**config.mk**
```make
export PLATFORM = sky130hd
export DESIGN_NAME = hazard_md_ctrl
export DESIGN_NICKNAME = d
export VERILOG_FILES = /design/src/rtl/hazard_md_ctrl.sv
export SDC_FILE = /design/constraint.sdc
export NUM_CORES = 1
export LEC_CHECK = 0
export ABC_CLOCK_PERIOD_IN_PS = 2100
export CAP_MARGIN = 25
export CORE_MARGIN = 3
export CORE_UTILIZATION = 35
export CTS_CLUSTER_DIAMETER = 80
export CTS_CLUSTER_SIZE = 10
export DETAILED_ROUTE_END_ITERATION = 16
export GPL_TIMING_DRIVEN = 0
export HOLD_SLACK_MARGIN = 0.05
export PLACE_DENSITY = 0.7
export SKIP_LAST_GASP = 1
export SLEW_MARGIN = 20
export SYNTH_ARGS = -nofsm -noshare
export SYNTH_HDL_FRONTEND = slang
export SYNTH_SLANG_ARGS = --single-unit
```
**constraint.sdc**
```tcl
create_clock -name clk -period 2.1 [get_ports clk]
set_input_delay 0.42 -clock clk [delete_from_list [all_inputs] [get_ports clk]]
set_output_delay 0.42 -clock clk [all_outputs]
set_load 0.1 [all_outputs]
```
**src/rtl/hazard_md_ctrl.sv**
```systemverilog
// Purpose: D-stage stall/flush generation, HI/LO busy counter and interrupt entry scheduling.
// Latency: stall/flush are combinational (0 cycles); md_busy/md_done/irq_take change on the next clk edge.
// Backpressure: StallF/StallD hold the front end; an IRQ waits in PEND until a stall-free cycle.
module hazard_md_ctrl #(
    parameter int MULT_CYCLES = 5,
    parameter int DIV_CYCLES  = 10,
    parameter int CNT_W       = 4
) (
    input  logic       clk,
    input  logic       reset,
    input  logic [4:0] rs_D,
    input  logic [4:0] rt_D,
    input  logic [1:0] tuse_rs_D,
    input  logic [1:0] tuse_rt_D,
    input  logic       md_D,
    input  logic [4:0] A3_E,
    input  logic [1:0] tnew_E,
    input  logic [4:0] A3_M,
    input  logic [1:0] tnew_M,
    input  logic       md_start_E,
    input  logic       md_type_E,
    input  logic       IRQ,
    output logic       StallF,
    output logic       StallD,
    output logic       FlushE,
    output logic       md_busy,
    output logic       md_done,
    output logic       md_err,
    output logic       irq_take
);

    typedef enum logic [1:0] {
        IDLE = 2'd0,
        PEND = 2'd1,
        TAKE = 2'd2,
        HOLD = 2'd3
    } irq_state_t;

    localparam logic [CNT_W-1:0] MULT_LD = CNT_W'(MULT_CYCLES);
    localparam logic [CNT_W-1:0] DIV_LD  = CNT_W'(DIV_CYCLES);
    localparam logic [CNT_W-1:0] CNT_ONE = CNT_W'(1);

    logic [CNT_W-1:0] cnt;
    irq_state_t       state;
    irq_state_t       state_nxt;
    logic             stall_rs;
    logic             stall_rt;
    logic             stall_md;
    logic             stall;

    // A source needs a stall when a younger-than-needed producer in E or M targets it;
    // tnew of 0 can never exceed tuse, and $0 is excluded explicitly.
    assign stall_rs = (rs_D != 5'd0) &&
                      (((rs_D == A3_E) && (tuse_rs_D < tnew_E)) ||
                       ((rs_D == A3_M) && (tuse_rs_D < tnew_M)));
    assign stall_rt = (rt_D != 5'd0) &&
                      (((rt_D == A3_E) && (tuse_rt_D < tnew_E)) ||
                       ((rt_D == A3_M) && (tuse_rt_D < tnew_M)));
    // A start in E counts as busy already, so a back-to-back HI/LO access is held.
    assign stall_md = md_D && (md_busy || md_start_E);
    assign stall    = stall_rs | stall_rt | stall_md;

    assign md_busy  = (cnt != '0);

    // Busy counter: loads only when idle; a start while busy is ignored and flagged sticky.
    always_ff @(posedge clk or negedge reset) begin
        if (!reset) begin
            cnt     <= '0;
            md_done <= 1'b0;
            md_err  <= 1'b0;
        end else begin
            md_done <= (cnt == CNT_ONE);
            if (cnt != '0) begin
                cnt <= cnt - CNT_ONE;
                if (md_start_E) begin
                    md_err <= 1'b1;
                end
            end else if (md_start_E) begin
                cnt <= md_type_E ? DIV_LD : MULT_LD;
            end
        end
    end

    // IRQ FSM state register.
    always_ff @(posedge clk or negedge reset) begin
        if (!reset) begin
            state <= IDLE;
        end else begin
            state <= state_nxt;
        end
    end

    // IRQ FSM next state: request latched in PEND, entry deferred past stalls, HOLD waits for IRQ low.
    always_comb begin
        state_nxt = state;
        case (state)
            IDLE:    if (IRQ)    state_nxt = PEND;
            PEND:    if (!stall) state_nxt = TAKE;
            TAKE:                state_nxt = HOLD;
            HOLD:    if (!IRQ)   state_nxt = IDLE;
            default:             state_nxt = IDLE;
        endcase
    end

    // Outputs: the entry cycle releases F/D and bubbles D/E regardless of any stall.
    always_comb begin
        StallF   = stall;
        StallD   = stall;
        FlushE   = stall;
        irq_take = 1'b0;
        if (state == TAKE) begin
            StallF   = 1'b0;
            StallD   = 1'b0;
            FlushE   = 1'b1;
            irq_take = 1'b1;
        end
    end

endmodule

```
==> impl_metrics.toml, run 1 <==
[run_status]
status = "complete, but fails checks"
violations = "negative setup slack"

[yosys]
yosys.area.top_type = "dfrtp_1"
syn_area_per_cell_um2 = 8.82
synthesis.area_um2 = 873
synth_top_area_share_pct = 22.9
yosys_warnings = 0
yosysSeqAreaShare_pct = 22.9
synth_cells = 99
syn_nets = 144
synth_edf_count = 0
synth_seq_cells = 8
synthTopCellsByArea = "dfrtp_1 (23%), xor2_1 (16%), ha_1 (16%)"
yosysUniqueCellTypes = 29
synthArstFlopShare_pct = 100
synth_ff_type = "dfrtp_1"

[floorplanning]
core_mm2 = 0.00230
ioPinCount = 41
rows = 17
dieArea_mm2 = 0.00313
die_w_um = 56.0
start_util_pct = 38.0
die_h_um = 56.0

[sta]
setup_viol_count_final = 3
hold_viol = 0
period_share_pct = 111
min_period_ns = 2.33
rsz0062_at_grt = "true"
fin_ws_ns = -0.226
maxSlewHeadroom_pct = 36.8
finalClockSkew_ns = 0.00648
tightest_slew_ns = 0.951
slew_viol_final = 0
max_freq_ghz = 0.430

[finish]
diodes = 0
area_growth_pct = 84.7
register_area_um2 = 201
fin_area_mm2 = 0.00161
final_layout_size_suffix_gt1_share_pct = 50.3
num-nets-final = 196
nFillCells = 179
multi_input_area_um2 = 845

[power_and_ir_drop]
powerDensity_mw_per_mm2 = 1010
total_power_uw = 1620
irDropWorstVdd_uv = 708
p_leak_uw = 0.000703

[detailed_routing]
antenna_left = 0
vias = 910
vias_per_cell = 5.14
firstDrtPassIters = 6
wire_per_inst_um = 14.9
drc = 0
drt_iter0_drc = 22
wirelength_mm = 2.63

[worst_setup_path]
crit_chain = "buf_8 > or4_4 > nor2_4 > a21oi_2 > buf_4 > or3_4 > buf_12"
critical_path_class = "primary input to output pin"
cp_max_fo = 3
end_kind = "output pin"
cpPeakStageDelay_ns = 0.54
setup.worst_path.start_class = "primary input"
required_ns = 1.68
arrival_ns = 1.91
crit_slowest_cell = "or4_4"

[global_routing]
grt_pass1_vias = 937
antenna_found_initial = 0
track_usage_pct = 16.5
grt_pass1_wl_mm = 4.06
grt_max_degree = 9
grt.overflow.total = 0

[clocking]
cts-root-buf = "clkbuf_4"
clk-insertion-delay-late_ns = 0.27
clk_pin_slew_ns = 0.06
cts.sinks = 8
postCtsHoldBufs = 0
cts_htree_levels = 1
cts_inserted_buffers = 3
cts_tree = "built"
cts_buffer_depth = 2

[place]
gp_congestion = 0.826
port_buffers = 40
place_area_mm2 = 0.00140
hpwl_mm = 1.92

[worst_hold_path]
hold_class = "primary input to async pin"

[flow_run]
max_cap_viol_count = 0
worst max-delay path, delay by kind of cell:
| kind | cells | cell delay (ns) |
|---|---|---|
| buf+inv | 3 | 0.41 |
| simple gates | 3 | 1.02 |
| compound gates | 1 | 0.05 |
layer usage:
layer / wire length (um) / vias to the layer above / track usage, %
met3: 186 / 11 / 4.64
li1: - / 440 / -
met1: 994 / 411 / 18.5
met2: 1340 / 48 / 29.4
met4: 114 / 0 / 6.44
met5: 0 / - / 0
final timing paths:
check	from	to	slack, ns	cells after the start
setup / recovery	rs_D[2]	FlushE	-0.23	7
hold reg to reg	md_err	md_err	0.46	1
hold / removal	reset	state[1]	0.43	1
setup reg to reg	cnt[0]	state[1]	0.15	10
max in group asynchronous	reset	cnt[0]	1.38	1
min in group clk	md_err	md_err	0.46	1
cells in the final DEF (no fill, tap or decap), types with 5 or more instances in the layout:
cell,count
inv_1,5
dfrtp_1,7
nor2_1,6
ha_1,5
buf_2,11
xor2_1,13
clkdlybuf4s50_1,5
buf_4,7
buf_6,5
xnor2_1,5
ha_4,5
flip-flops by register name, summed over array words and instances (netlist names):
register and count:
md_done 1, cnt 4, state 2, md_err 1
cell type report:
cell class,instances,share of cell area (%)
clock buffers,3,1.40
multi-input cells,81,52.4
flip-flops and latches,8,12.5
well taps,28,2.17
repair buffers,47,27.3
plain buffers,1,1.24
inverters,9,3.03
Yosys cell counts (2+ instances only):
| master | count |
|---|---|
| o21ai_0 | 6 |
| a21oi_1 | 3 |
| nor2_1 | 10 |
| inv_1 | 9 |
| nand2_2 | 2 |
| or4_1 | 2 |
| xor2_1 | 16 |
| dfrtp_1 | 8 |
| nand2b_1 | 2 |
| nand4_1 | 2 |
| nor4_1 | 4 |
| a211oi_1 | 2 |
| ha_1 | 11 |
| mux2i_1 | 2 |
| xnor2_1 | 5 |
| nand2_1 | 2 |
metrics by stage:
| stage | setup slack (ns) | setup TNS (ns) | utilization, % | hold slack, ns | cells |
|---|---|---|---|---|---|
| final | -0.226 | -0.543 | 70.2 | 0.426 | 177 |
| after global routing | -0.294 | -0.764 | 70.2 | 0.457 | 177 |
| after CTS | -0.234 | -0.431 | 66.0 | 0.444 | 174 |
| after detailed placement | -1.75 | -6.17 | 60.8 | 0.452 | 167 |
| after global placement | -1.72 | -6.10 | 60.8 | 0.438 | 167 |
| after floorplan | -0.371 | -0.715 | - | 0.124 | 99 |
repair_timing:
action / 4_1_cts / 5_1_grt
resized for setup: 158 / 22
buffers inserted: 4 / 3
setup endpoints to repair: 9 / 4
pin swaps: 23 / 8
cell families after synthesis:
logic type	synth area share, %
DFF	22.9
buffers and inverters	4.73
adders and majority gates	15.8
AOI/OAI and AO/OA	12.2
xor gates and xnor gates	21.1
muxes	6.59
and+or+nand+nor	16.8
report_power, final:
part	internal (uW)	switching, uW	total (uW)
Combinational	486	710	1200
Clock	66.0	61.0	127
Sequential	225	76.2	301
Total	777	847	1620
(Power assumes the default switching activity.)
==> run 2, diff against run 1 <==
CTS_CLUSTER_SIZE = 14   (was 10)
==> results of run 2 <==
Final layout, timing and power as in run 1 (identical DEF).
